$ cat config.mk
export PLATFORM = sky130hd
export DESIGN_NAME = imem_loader
export DESIGN_NICKNAME = d
export VERILOG_FILES = /design/src/rtl/imem_loader_pkg.sv /design/src/rtl/imem_byte_assembler.sv /design/src/rtl/imem_loader.sv
export SDC_FILE = /design/constraint.sdc
export NUM_CORES = 1
export LEC_CHECK = 0
export ABC_AREA = 1
export CAP_MARGIN = 20
export CORE_ASPECT_RATIO = 0.7
export CORE_UTILIZATION = 40
export DETAILED_ROUTE_END_ITERATION = 12
export SYNTH_ARGS = -nofsm -noshare
export SYNTH_HDL_FRONTEND = slang
export SYNTH_SLANG_ARGS = --single-unit
$ cat constraint.sdc
create_clock -name clk -period 1.7 [get_ports clk]
set_input_delay 0.17 -clock clk [delete_from_list [all_inputs] [get_ports clk]]
set_output_delay 0.17 -clock clk [all_outputs]
set_load 0.02 [all_outputs]
$ cat src/rtl/imem_loader_pkg.sv
// imem_loader_pkg: shared widths, depths, framing byte counts and loader state encoding.
package imem_loader_pkg;
  localparam int DWIDTH = 32;
  localparam int MEMDEPTH = 1024;
  localparam int AWIDTH = $clog2(MEMDEPTH);
  localparam int WORD_BYTES = DWIDTH / 8;
  localparam int HDR_BYTES = 4;
  localparam int CSUM_BYTES = 4;
  typedef enum logic [2:0] {
    S_IDLE,
    S_HDR,
    S_DATA,
    S_CSUM,
    S_DONE,
    S_ERR
  } state_t;
endpackage

$ cat src/rtl/imem_byte_assembler.sv
// imem_byte_assembler: LSB-first 4-byte word assembly with a word-complete pulse on the last byte.
module imem_byte_assembler
  import imem_loader_pkg::*;
(
  input  logic              clk,
  input  logic              reset,
  input  logic              i_clear,
  input  logic              i_take,
  input  logic [7:0]        i_byte,
  output logic [DWIDTH-1:0] o_word,
  output logic              o_done
);
  logic [1:0]        r_idx;
  logic [DWIDTH-9:0] r_shift;
  // The completed word is presented combinationally alongside its final byte.
  assign o_word = {i_byte, r_shift};
  assign o_done = i_take & (r_idx == 2'(WORD_BYTES - 1));
  always_ff @(posedge clk) begin
    if (reset || i_clear) begin
      r_idx   <= '0;
      r_shift <= '0;
    end else if (i_take) begin
      r_idx   <= r_idx + 2'd1;
      r_shift <= {i_byte, r_shift[DWIDTH-9:8]};
    end
  end
endmodule

$ cat src/rtl/imem_loader.sv
// imem_loader: framed byte-stream boot loader writing the instruction memory and gating the core.
module imem_loader
  import imem_loader_pkg::*;
(
  input  logic              clk,
  input  logic              reset,
  input  logic              start,
  input  logic [7:0]        byteIn,
  input  logic              byteValid,
  output logic              byteReady,
  output logic              wrEnable,
  output logic [DWIDTH-1:0] wrAddress,
  output logic [DWIDTH-1:0] wrData,
  output logic              coreHold,
  output logic              done,
  output logic              error
);
  state_t            r_state;
  logic              r_ready, r_wen, r_hold, r_done, r_err;
  logic [DWIDTH-1:0] r_waddr, r_wdata, r_csum;
  logic [AWIDTH:0]   r_count, r_widx;
  logic [DWIDTH-1:0] w_word;
  logic              w_wdone, w_take, w_idle, w_bad_len;
  logic [AWIDTH:0]   w_widx_nx;
  assign w_take    = byteValid & r_ready;
  assign w_idle    = (r_state == S_IDLE) | (r_state == S_DONE) | (r_state == S_ERR);
  assign w_bad_len = (w_word == '0) | (w_word > DWIDTH'(MEMDEPTH));
  assign w_widx_nx = r_widx + (AWIDTH + 1)'(1);
  imem_byte_assembler u_asm (
    .clk    (clk),
    .reset  (reset),
    .i_clear(start & w_idle),
    .i_take (w_take),
    .i_byte (byteIn),
    .o_word (w_word),
    .o_done (w_wdone)
  );
  always_ff @(posedge clk) begin
    if (reset) begin
      r_state <= S_IDLE;
      r_ready <= 1'b0;
      r_wen   <= 1'b0;
      r_hold  <= 1'b1;
      r_done  <= 1'b0;
      r_err   <= 1'b0;
      r_waddr <= '0;
      r_wdata <= '0;
      r_csum  <= '0;
      r_count <= '0;
      r_widx  <= '0;
    end else begin
      r_wen <= 1'b0;
      case (r_state)
        S_IDLE, S_DONE, S_ERR: if (start) begin
          r_state <= S_HDR;
          r_ready <= 1'b1;
          r_hold  <= 1'b1;
          r_done  <= 1'b0;
          r_err   <= 1'b0;
          r_csum  <= '0;
          r_widx  <= '0;
        end
        S_HDR: if (w_wdone) begin
          r_count <= w_word[AWIDTH:0];
          r_state <= w_bad_len ? S_ERR : S_DATA;
          r_ready <= ~w_bad_len;
          r_err   <= w_bad_len;
        end
        // The last payload write lands during CSUM, so it is never dropped.
        S_DATA: if (w_wdone) begin
          r_wen   <= 1'b1;
          r_wdata <= w_word;
          r_waddr <= DWIDTH'({r_widx[AWIDTH-1:0], 2'b00});
          r_csum  <= r_csum ^ w_word;
          r_widx  <= w_widx_nx;
          r_state <= (w_widx_nx == r_count) ? S_CSUM : S_DATA;
        end
        S_CSUM: if (w_wdone) begin
          r_ready <= 1'b0;
          r_state <= (w_word == r_csum) ? S_DONE : S_ERR;
          r_done  <= (w_word == r_csum);
          r_err   <= (w_word != r_csum);
          r_hold  <= (w_word != r_csum);
        end
        default: r_state <= S_IDLE;
      endcase
    end
  end
  assign byteReady = r_ready;
  assign wrEnable  = r_wen;
  assign wrAddress = r_waddr;
  assign wrData    = r_wdata;
  assign coreHold  = r_hold;
  assign done      = r_done;
  assign error     = r_err;
endmodule

### Yosys cells after proc, flatten, opt, wreduce, memory -nomap -nowiden

Cells that the tools add are included.

* bits in registers: 130
* input port bits: 12
* output and inout bits: 69
* logic and storage cells: 78

* add/subtract/negate cells: 2
* magnitude comparators: 1
* equality and inequality tests: 13
* multiplexer cells: 26
* bitwise gates (word level): 9
* reductions and logical operators: 14

Operators by type and width (number)
* $mux W32: 2
* $pmux W32 S2: 1
* $eq A32 B32 Y1: 1
* $gt A32 B11 Y1 const B: 1
* $logic_not A32 Y1: 1
* $ne A32 B32 Y1: 1
* $xor A32 B32 Y32: 1
* $mux W11: 2
* $pmux W11 S2: 1
* $mux W3: 5
* $pmux W3 S4: 1
* $add A11 B1 Y11 const B: 1
* $eq A11 B11 Y1: 1
* $mux W1: 10
* $reduce_and A4 Y1: 2
* $eq A3 B2 Y1 const B: 2
* $eq A3 B3 Y1 const B: 2
* $ne A2 B1 Y1 const B: 3
* $pmux W1 S3: 2
* $reduce_and A3 Y1: 2
* $pmux W1 S2: 2
* $reduce_and A2 Y1: 2
* $reduce_bool A2 Y1: 2
* $and A1 B1 Y1: 3
* 11 further kinds: 14

### Depth between registers and ports, before layout

Gate-level depths: netlist (run 1).

* word-level depth: 5
* depth in mapped cells: 14
* gate-level depth less buffers: 14

### By module

A second synthesis (run 1) with hierarchy kept.

* cell total of the unflattened synthesis: 915
* area, all modules: 6200.9 um2

Modules (own cells, without submodules)
* imem_loader: times used 1, cells an instance 740, area an instance 5038.6 um2, sequential area each 2082.0 um2
* imem_byte_assembler: times used 1, cells an instance 175, area an instance 1162.4 um2, sequential area each 520.5 um2

### Least setup slack after synthesis (run 1)

OpenSTA, ideal clock, no wires.

* path kind: register to register
* start: register r_ready, in the netlist byteReady
* end: register r_csum[12]
* setup time: 0.132 ns
* arrival time: 1.577 ns
* data required time: 1.568 ns
* setup slack: -0.009 ns
* stages on the path, launching flop included: 11
* buffers on the path: 3
* period minus slack after synthesis: 1.709 ns
* cell sequence: dfxtp_1 -> buf_2 -> nand3_1 -> inv_1 -> o22ai_2 -> nor2_1 -> o21ai_2 -> buf_4 -> buf_6 -> nand2_1 -> a21oi_1

* longest elaborated chain between the ends: 4

Ends and longest elaborated chain
* from (decl): RTL line imem_loader.sv:19 `logic r_ready, r_wen, r_hold, r_done, r_err;`
* from (signal assigned): RTL line imem_loader.sv:66 `r_ready <= ~w_bad_len;`
* $and A1 B1 Y1: RTL line imem_loader.sv:25 `assign w_take = byteValid & r_ready;`
* $and A1 B1 Y1: RTL line imem_byte_assembler.sv:17 `assign o_done = i_take & (r_idx == 2'(WORD_BYTES - 1));`
* $ne A2 B1 Y1 (no source line)
* $reduce_and A3 Y1 (no source line)
* to (signal assigned): RTL line imem_loader.sv:74 `r_csum <= r_csum ^ w_word;`
* to (decl): RTL line imem_loader.sv:20 `logic [DWIDTH-1:0] r_waddr, r_wdata, r_csum;`

Every way passes these cells.
A chain may end at the register's enable or synchronous reset.

### Final worst setup path (run 1)

* start: register r_widx[1]
* end: register r_state[0]

* longest elaborated chain between the ends: 5

Ends and longest elaborated chain
* from (decl): RTL line imem_loader.sv:21 `logic [AWIDTH:0] r_count, r_widx;`
* from (signal assigned): RTL line imem_loader.sv:75 `r_widx <= w_widx_nx;`
* $add A11 B1 Y11: RTL line imem_loader.sv:28 `assign w_widx_nx = r_widx + (AWIDTH + 1)'(1);`
* $eq A11 B11 Y1: RTL line imem_loader.sv:76 `r_state <= (w_widx_nx == r_count) ? S_CSUM : S_DATA;`
* $mux W1: RTL line imem_loader.sv:76
* $mux W3: RTL line imem_loader.sv:70 `S_DATA: if (w_wdone) begin`
* $pmux W3 S4: RTL line imem_loader.sv:53 `case (r_state)`
* to (signal assigned): RTL line imem_loader.sv:65 `r_state <= w_bad_len ? S_ERR : S_DATA;`
* to (signal assigned): RTL line imem_loader.sv:76
* to (signal assigned): RTL line imem_loader.sv:80 `r_state <= (w_word == r_csum) ? S_DONE : S_ERR;`
* to (decl): RTL line imem_loader.sv:18 `state_t r_state;`

Every way passes these cells. The select of a mux whose other input is x is not followed.

==> results.cfg, run 1 <==
[route]
routed_via_density = 4.864
dr_wl_met2_um = 7230
top_layer = met4
vias = 5993
wirelength_um = 17440
drtPass1Iterations = 5
ant_nets = 0
drt-wirelength-per-cell_um = 14.15
wl_met1_um = 9298
drtIter0Drc = 343
wl_met3_um = 805
drc = 0

[yosys]
synth-async-reset-ratio_pct = 0
synth_seq_cells = 130
synth_xor_xnor_area_share_pct = 0.8796
syn_inst = 875
synth_compound_area_share_pct = 16.00
synthMuxAreaShare_pct = 0
ys_types = 28
yosysTopAreaCellShare_pct = 43.56
ys.flop_type = dfxtp_1
synthTopCellsByArea = dfxtp_1 (44%), nand2_1 (15%), a21oi_1 (10%), nand3_1 (7.2%), inv_1 (5.5%)
synth_fa_ha_area_share_pct = 0.4188
ys_warn_count = 0
synth_top_family_by_area = simple AND/OR/NAND/NOR gates
yosysSeqAreaShare_pct = 43.56
syn_area_per_cell_um2 = 6.828
synth-edff-count = 0
synth_top_area_cell = dfxtp_1
yosys.area_share.simple_pct = 27.54
netlist_area_um2 = 5974

[setup_path]
crit_top_cell = nand2_2
arrival_ns = 2.18
critPathLaunchType = register
cp_max_fo = 3
critical_path_buf_inv_count = 2
cpMaxStageDelayCell = dfxtp_2
crit_required_ns = 2.04
r2r-start = r_widx[1]
end_kind = register
path_delay_family = simple AND/OR/NAND/NOR gates
rrSetupSlack_ns = -0.14
critPathLaunch = r_widx[1]
worst-setup-path-type = reg2reg
worstPathCellList = ha_4 -> buf_6 -> inv_2 -> nand2_2 -> nand2_2 -> nand2_2 -> nand2_2 -> nor2_4 -> nand3_2 -> nor3_2 -> nand3_2 -> nand2_2 -> nand2_2 -> a21oi_2
cp_slowest_stage_delay_ns = 0.36

[sta]
period_needed_ns = 1.837
hold_ws_ns = 0.2161
setup_ws_ns = -0.1371
setup_violations = 1
period_share_pct = 108.1
hold_violations = 0
rsz0062_at_grt = yes
slew_viol_final = 0
fin_worst_skew_ns = 0.01240
tightestPinTransition_ns = 0.5938
relSlewSlack_pct = 60.41
max_freq_mhz = 544.3

[power_and_ir_drop]
power_density_nw_per_um2 = 1213
pwr-share-seq_pct = 32.1
power_frac_comb_pct = 26.9
leakage_nw = 3.477
pwr-share-clk_pct = 40.9
peakVddDrop_mv = 0.8700
intPower_w = 0.007281
switching_share_pct = 29.46
power.switching_w = 0.003041

[outcome]
status = complete, but fails checks
violations = negative setup slack

[placement]
place_inst = 1186
place.gp.congestion = 0.8298
post_dp_cell_area_um2 = 7407
post-dp-hpwl_um = 11770
dp_slack_ns = -0.2760
portBuffers = 58

[floorplanning]
io_pins = 81
dieArea_um2 = 15440
core_um2 = 14230
num_rows = 36
start_util_pct = 41.97
fp.dieW_um = 148.1
die_h_um = 104.3

[cells_and_area]
final_cell_area_um2 = 8509
diodes = 0
fillers = 1325
syn_to_final_growth_pct = 42.43
final_nets = 1043
drive_above_1_share_pct = 21.21
final_cell_mix = nand2_1 (229), a21oi_1 (120), dfxtp_1 (120), buf_4 (97), inv_1 (79)
fin_cells = 1232
final_common_cell = nand2_1

[clocking]
hold_buffers = 0
clock_tree.buffer_depth = 2
clock_latency_ns = 0.42
htree_num_levels = 4
numCtsBuffers = 17
path_clk_slew_ns = 0.06
clock_sinks = 130
cts_tree = built
clock-root-buffer = clkbuf_16

[hold_path]
hold_start = reset
hold_class = in2reg

[global_routing]
antenna_found_initial = 0
grt_pass1_vias = 5238
grt_pass1_wl_um = 27300
gr-total-overflow = 0
grt_max_degree = 48
track_usage_pct = 22.57

[job]
cap_viol_max_count = 0
cells by family (layout without fill, tap and decap cells):
kind of cell | count (synthesis) | in the layout
AND/OR/NAND/NOR | 396 | 396
buffers and inverters | 153 | 298
other | 1 | 22
AO/OA/AOI/OAI | 187 | 188
adder cells (fa/ha/maj) | 2 | 2
XOR/XNOR | 6 | 6
flip-flops | 130 | 130
state kept, by name, indices dropped and copies added, names as in the netlist:
name / count
r_csum: 32
wrData: 32
u_asm.r_shift: 24
r_count: 11
r_widx: 11
wrAddress: 10
r_state: 3
u_asm.r_idx: 2
byteReady: 1
coreHold: 1
done: 1
error: 1
wrEnable: 1
worst reg2reg max path: stages, from the launching register on:
cell and delay, ns:
dfxtp_2 0.36, ha_4 0.17, buf_6 0.11, inv_2 0.03
nand2_2 0.08, nand2_2 0.07, nand2_2 0.07, nand2_2 0.06
nor2_4 0.11, nand3_2 0.10, nor3_2 0.21, nand3_2 0.14
nand2_2 0.10, nand2_2 0.06, a21oi_2 0.11
stage by stage:
stage / setup TNS, ns / total power (W) / util [%]
3_3_place_gp: -8.089 / 0.005352 / 52.04
5_1_grt: -0.3823 / 0.01073 / 59.78
6_report: -0.1371 / 0.01032 / 59.78
2_1_floorplan: 0 / 0.004513 / -
4_1_cts: -0.1679 / 0.009720 / 57.17
3_5_place_dp: -11.82 / 0.005354 / 52.04
synth_stat cells, types with 2 or more instances:
cell type	number
inv_2	4
nor2_1	49
buf_2	11
inv_1	87
buf_6	2
a21oi_1	121
o21ai_0	60
nand4_1	5
nand3_1	86
buf_4	23
nor3_1	3
dfxtp_1	130
xnor2_1	5
nand2_1	244
nand3b_1	3
ha_1	2
or2_2	4
clkbuf_1	26
power groups by stage:
stage | clock network [W] | registers, W | logic [W]
3_3_place_gp | 0 | 0.00333 | 0.00202
6_report | 0.00422 | 0.00332 | 0.00278
2_1_floorplan | 0 | 0.00334 | 0.00117
4_1_cts | 0.00427 | 0.00327 | 0.00218
3_5_place_dp | 0 | 0.00333 | 0.00202
5_1_grt | 0.00441 | 0.00333 | 0.00298
metal layers:
layer,track usage [%],up-vias
li1,-,3083
met1,35.84,2749
met2,30.21,151
met3,4.649,10
met4,5.228,0
met5,0,-
layout make-up:
class | instances | area (um2) | area share [%]
sequential | 130 | 2618 | 30.76
timing repair buffer | 175 | 1647 | 19.35
inverter | 91 | 344.1 | 4.044
tap | 190 | 237.7 | 2.794
clock buffer | 19 | 452.9 | 5.323
multi-input combinational | 614 | 2980 | 35.02
clock inverter | 13 | 230.2 | 2.705
final timing paths:
kind                                    to  cells after the start
worst max-delay path            r_state[0]                     14
worst min register to register  r_csum[18]                      2
worst min-delay path              coreHold                      4
worst max register to register  r_state[0]                     14
repair_timing:
| action | 4_1_cts | 5_1_grt |
|---|---|---|
| buffers inserted | 2 | 10 |
| pin swaps | 0 | 23 |
| resized for setup | 5 | 78 |
| setup endpoints to repair | 25 | 67 |
| gates cloned | 1 | 2 |
No activity file was read; power rests on OpenSTA's default activity.
==> inputs of run 2 (changes only) <==
- PLACE_DENSITY: default -> 0.67
- clock period: 1.7 -> 2.3 ns (I/O delays scaled with it)
==> run 2 against run 1 <==
  * The flow now finishes without violations
  * Sequential power down 27%
  * Register-to-register slack better by 0.48 ns
  * Flip-flop and latch count unchanged
  * Core utilization down 9.4 points
  * Non-clock buffer count down 101
  * Die area unchanged
  * Clock power down 43%
  * Routed wire length down 10%
  * Critical path type unchanged
  * Largest power group is now sequential cells
  * Highest routed layer unchanged
==> results.cfg, run 2 (synthesis results as in run 1) <==
[sta]
slew_viol_final = 0
hold_ws_ns = 0.4716
period_needed_ns = 1.960
max_freq_mhz = 510.2
fin_worst_skew_ns = 0.006740
tightestPinTransition_ns = 0.5812
period_share_pct = 85.22
relSlewSlack_pct = 61.25
setup_violations = 0
hold_violations = 0
fin_setup_tns_ns = 0
rsz0062_at_grt = no
setup_ws_ns = 0.3399

[clocking]
path_clk_slew_ns = 0.05
clock_latency_ns = 0.41
clock_sinks = 130
cts_tree = built
numCtsBuffers = 17
clock_tree.buffer_depth = 2
clock-root-buffer = clkbuf_16
htree_num_levels = 4

[cells_and_area]
diodes = 0
syn_to_final_growth_pct = 20.06
final_cell_mix = nand2_1 (244), dfxtp_1 (130), a21oi_1 (121), inv_1 (87), nand3_1 (86)
drive_above_1_share_pct = 5.857
final_common_cell = nand2_1
final_nets = 941

[floorplanning]
io_pins = 81
num_rows = 36
die_h_um = 104.3
fp.dieW_um = 148.1
dieArea_um2 = 15440
start_util_pct = 41.97
core_um2 = 14230

[setup_path]
cp_max_fo = 5
worstPathCellList = ha_2 -> nand2_1 -> nor2_1 -> nand2_1 -> nand2_1 -> nand2_1 -> nand2_1 -> nand2_1 -> nor3_1 -> nand3_1 -> nand2_1 -> nand2_1 -> a21oi_1
arrival_ns = 2.30
end_kind = register
crit_top_cell = nand2_1
r2r-start = r_widx[0]
critPathLaunch = r_widx[0]
cpMaxStageDelayCell = dfxtp_1
crit_required_ns = 2.64
worst-setup-path-type = reg2reg
cp_slowest_stage_delay_ns = 0.42
critPathLaunchType = register

[power_and_ir_drop]
intPower_w = 0.004148
peakVddDrop_mv = 0.6198
power_frac_comb_pct = 19.0
power.switching_w = 0.001842
pwr-share-clk_pct = 40.3
pwr-share-seq_pct = 40.7
switching_share_pct = 30.75
leakage_nw = 2.811
power_density_nw_per_um2 = 835.0

[route]
wl_met3_um = 1284
drtIter0Drc = 474
wirelength_um = 15680
drt-wirelength-per-cell_um = 13.89
drtPass1Iterations = 5
dr_wl_met2_um = 6053
top_layer = met4
vias = 5618
wl_met1_um = 8190
routed_via_density = 4.976
drc = 0
ant_nets = 0

[global_routing]
grt_pass1_wl_um = 25360
grt_pass1_vias = 4844
gr-total-overflow = 0
antenna_found_initial = 0
grt_max_degree = 58
track_usage_pct = 20.93

[placement]
portBuffers = 58
post-dp-hpwl_um = 10770
dp_slack_ns = 0.2453
place.gp.congestion = 0.8522

[outcome]
status = finished, final reports clean

[job]
cap_viol_max_count = 0

[hold_path]
hold_start = u_asm.r_idx[1]
hold_class = reg2reg
[run 2: cell types whose count changed in the layout (fill, tap and decap cells not counted), moves of 7 or more]
cell / previous run / this run
buf_12: 10 / 0
buf_4: 97 / 16
buf_6: 7 / 0
dfxtp_1: 120 / 130
dfxtp_2: 9 / 0
inv_1: 79 / 87
inv_2: 11 / 4
nand2_1: 229 / 244
nand2_2: 13 / 0
nand3_1: 78 / 86
nand3_2: 7 / 0
nor2_1: 37 / 49
[run 2: metrics by stage]
stage | area (um2) | util [%] | std cells | power (W)
finish | 7173 | 50.40 | 1129 | 0.005990
global route | 7173 | 50.40 | 1129 | 0.006265
CTS | 7171 | 50.38 | 1129 | 0.006013
detailed placement | 6644 | 46.68 | 1098 | 0.003598
global placement | 6644 | 46.68 | 1098 | 0.003597
floorplan | 6053 | - | 896 | 0.003332
[run 2: worst paths after layout]
path | endpoint | slack [ns] | cells past startpoint
max reg2reg | r_state[0] | 0.34 | 13
min | u_asm.r_idx[1] | 0.47 | 2
min reg2reg | u_asm.r_idx[1] | 0.47 | 2
max | r_state[0] | 0.34 | 13
[run 2: cell type report]
type                            count  area, um2
Multi-Input combinational cell    613       2764
Timing Repair Buffer               74      700.7
Inverter                           91      341.6
Clock buffer                       26      499.2
Sequential cell                   130       2603
Fill cell                        1393       7061
Tap cell                          190      237.7
Clock inverter                      5      27.53
[run 2: metal layers]
metal | vias to the layer above | global-route usage [%]
met5 | - | 0
met4 | 0 | 6.038
met3 | 15 | 5.219
met2 | 203 | 26.96
met1 | 2512 | 33.05
li1 | 2888 | -
[run 2: power groups by stage]
stage	sequential (W)	combinational [W]	clock [W]
floorplan	0.00247	0.000865	0
finish	0.00244	0.00114	0.00241
detailed placement	0.00248	0.00112	0
global route	0.00245	0.00127	0.00255
global placement	0.00248	0.00112	0
CTS	0.00243	0.00112	0.00246
[run 2: worst max-delay path: cells and delay by family, from the launching register on]
| kind | cells | cell delay (ns) |
|---|---|---|
| AOI/OAI and AO/OA | 1 | 0.12 |
| DFF | 1 | 0.42 |
| and+or+nand+nor | 11 | 1.11 |
| adders and majority gates | 1 | 0.26 |
[run 2: timing repair]
action                                  in CTS  in global routing
hold buffers                                 0                  0
endpoints found under the setup margin       0                  1
gates resized for setup                      0                  1
buffers inserted                             0                  0
==> inputs of run 3 (changes only) <==
- DONT_BUFFER_PORTS: default -> 1
- PLACE_DENSITY: 0.67 -> 0.6
==> run 3 against run 2 <==
  * Register-to-register slack better by 0.02 ns
  * Via count down 2.5%
  * Flip-flop and latch count unchanged
  * Combinational power about the same
  * Power up 2.9%
  * Worst setup slack better by 0.017 ns
  * First-iteration DRC count down 14%
  * Design area down 6.2%
  * Critical endpoint is now r_csum[26]
  * Critical path type unchanged
  * Core utilization down 3.1 points
  * Sequential share of layout area up 2.4 points
  * Sequential power about the same
  * Clock power up 8.3%
  * Largest cell class unchanged
==> results.cfg, run 3 (synthesis results as in run 1) <==
[floorplanning]
fp.dieW_um = 148.1
die_h_um = 104.3
dieArea_um2 = 15440
core_um2 = 14230
io_pins = 81
start_util_pct = 41.97
num_rows = 36

[setup_path]
worst-setup-path-type = reg2reg
arrival_ns = 2.30
timing.rr.end = r_csum[26]
cp_max_fo = 18
rrSetupSlack_ns = 0.36
crit_required_ns = 2.65
end_kind = register
reg2reg_depth = 7
r2r-start = r_state[1]
critPathLaunchType = register
cpMaxStageDelayCell = dfxtp_1
critPathLaunch = r_state[1]
crit_top_cell = inv_2
worstPathCellList = inv_2 -> nor3_2 -> inv_2 -> nor2_4 -> inv_1 -> or2_2 -> a21oi_1
cp_slowest_stage_delay_ns = 0.40

[sta]
period_needed_ns = 1.943
period_share_pct = 84.50
setup_violations = 0
slew_viol_final = 0
fin_worst_skew_ns = 0.005751
hold_violations = 0
hold_ws_ns = 0.01946
max_freq_mhz = 514.6
relSlewSlack_pct = 38.98
tightestPinTransition_ns = 0.9123
rsz0062_at_grt = no
fin_setup_tns_ns = 0

[route]
vias = 5478
drtIter0Drc = 407
wirelength_um = 15970
ant_nets = 0
drtPass1Iterations = 5
routed_via_density = 5.101
drt-wirelength-per-cell_um = 14.87
drc = 0

[global_routing]
grt_pass1_vias = 4785
grt_max_degree = 73
track_usage_pct = 21.67
gr-total-overflow = 0
grt_pass1_wl_um = 25760
antenna_found_initial = 0

[placement]
place.gp.congestion = 0.8417
post-dp-hpwl_um = 10820
portBuffers = 0

[hold_path]
hold_start = byteIn[4]
whs_path_depth = 2
hold_class = in2reg
hold_end = wrData[28]

[clocking]
numCtsBuffers = 17
htree_num_levels = 4
cts_resized = 0
clock_sinks = 130
clock_tree.buffer_depth = 2
cts_tree = built
path_clk_slew_ns = 0.05
clock-root-buffer = clkbuf_16
clock_latency_ns = 0.42

[cells_and_area]
final_nets = 887
drive_above_1_share_pct = 5.430
diodes = 0
final_cell_mix = nand2_1 (244), dfxtp_1 (130), a21oi_1 (121), inv_1 (87), nand3_1 (86)
syn_to_final_growth_pct = 12.57
final_common_cell = nand2_1

[job]
cap_viol_max_count = 0

[outcome]
status = finished, final reports clean

[power_and_ir_drop]
peakVddDrop_mv = 0.4563
power_density_nw_per_um2 = 916.4
leakage_nw = 2.656
## run 3: cell count changes in the layout (fill, tap and decap cells not counted), moves of 2 or more
| cell | change |
|---|---|
| clkdlybuf4s50_1 | -58 |
| dlygate4sd3_1 | +10 |
| buf_4 | -9 |
| buf_12 | +3 |
| bufinv_16 | +2 |
## run 3: power breakdown
group          internal, W  switching [W]
logic             0.000310       0.000801
registers          0.00234       0.000103
clock network      0.00166       0.000946
total              0.00431        0.00185
## run 3: how the worst max path moves through the flow
| stage | depth (start not counted) | to |
|---|---|---|
| after global routing | 13 | r_state[0] |
| final | 7 | r_csum[26] |
| after CTS | 7 | r_csum[12] |
| after floorplan | 10 | r_csum[12] |
| after detailed placement | 7 | r_csum[16] |
| after global placement | 13 | r_state[0] |
## run 3: through the flow
step	utilization, %	area (um2)	power (W)	worst slack (ns)	std cells
after floorplan	-	6053	0.003332	0.5908	896
after global placement	42.46	6043	0.003553	0.4361	1033
after detailed placement	42.46	6043	0.003549	0.3858	1033
after CTS	47.25	6725	0.006207	0.3811	1074
after global routing	47.25	6725	0.006441	0.1336	1074
final	47.25	6725	0.006163	0.3566	1074
## run 3: repair_timing
item / in CTS / in global routing
setup buffers: 0 / 0
hold endpoints to repair: 73 / 0
hold buffers: 11 / 0
## run 3: area by class of cell
cell class / instances / area [um2]
clock buffers: 24 / 481.7
clock inverters: 6 / 80.08
fillers: 1468 / 7508
inverters: 91 / 341.6
multi-input cells: 613 / 2769
flip-flops and latches: 130 / 2603
well taps: 190 / 237.7
repair buffers: 20 / 212.7
## run 3: worst max-delay path: cells and delay by family (launching register included)
family | cells | cell delay [ns]
AOI/OAI and AO/OA | 1 | 0.14
buffers and inverters | 3 | 0.48
DFF | 1 | 0.40
and+or+nand+nor | 3 | 0.85
## run 3: layer usage
layer / vias up / part of all wire, % / GRT usage [%]
met5: - / 0 / 0
met4: 0 / 1.1 / 6.406
li1: 2783 / - / -
met2: 178 / 38 / 28.57
met3: 20 / 7.9 / 5.658
met1: 2497 / 53 / 33.47
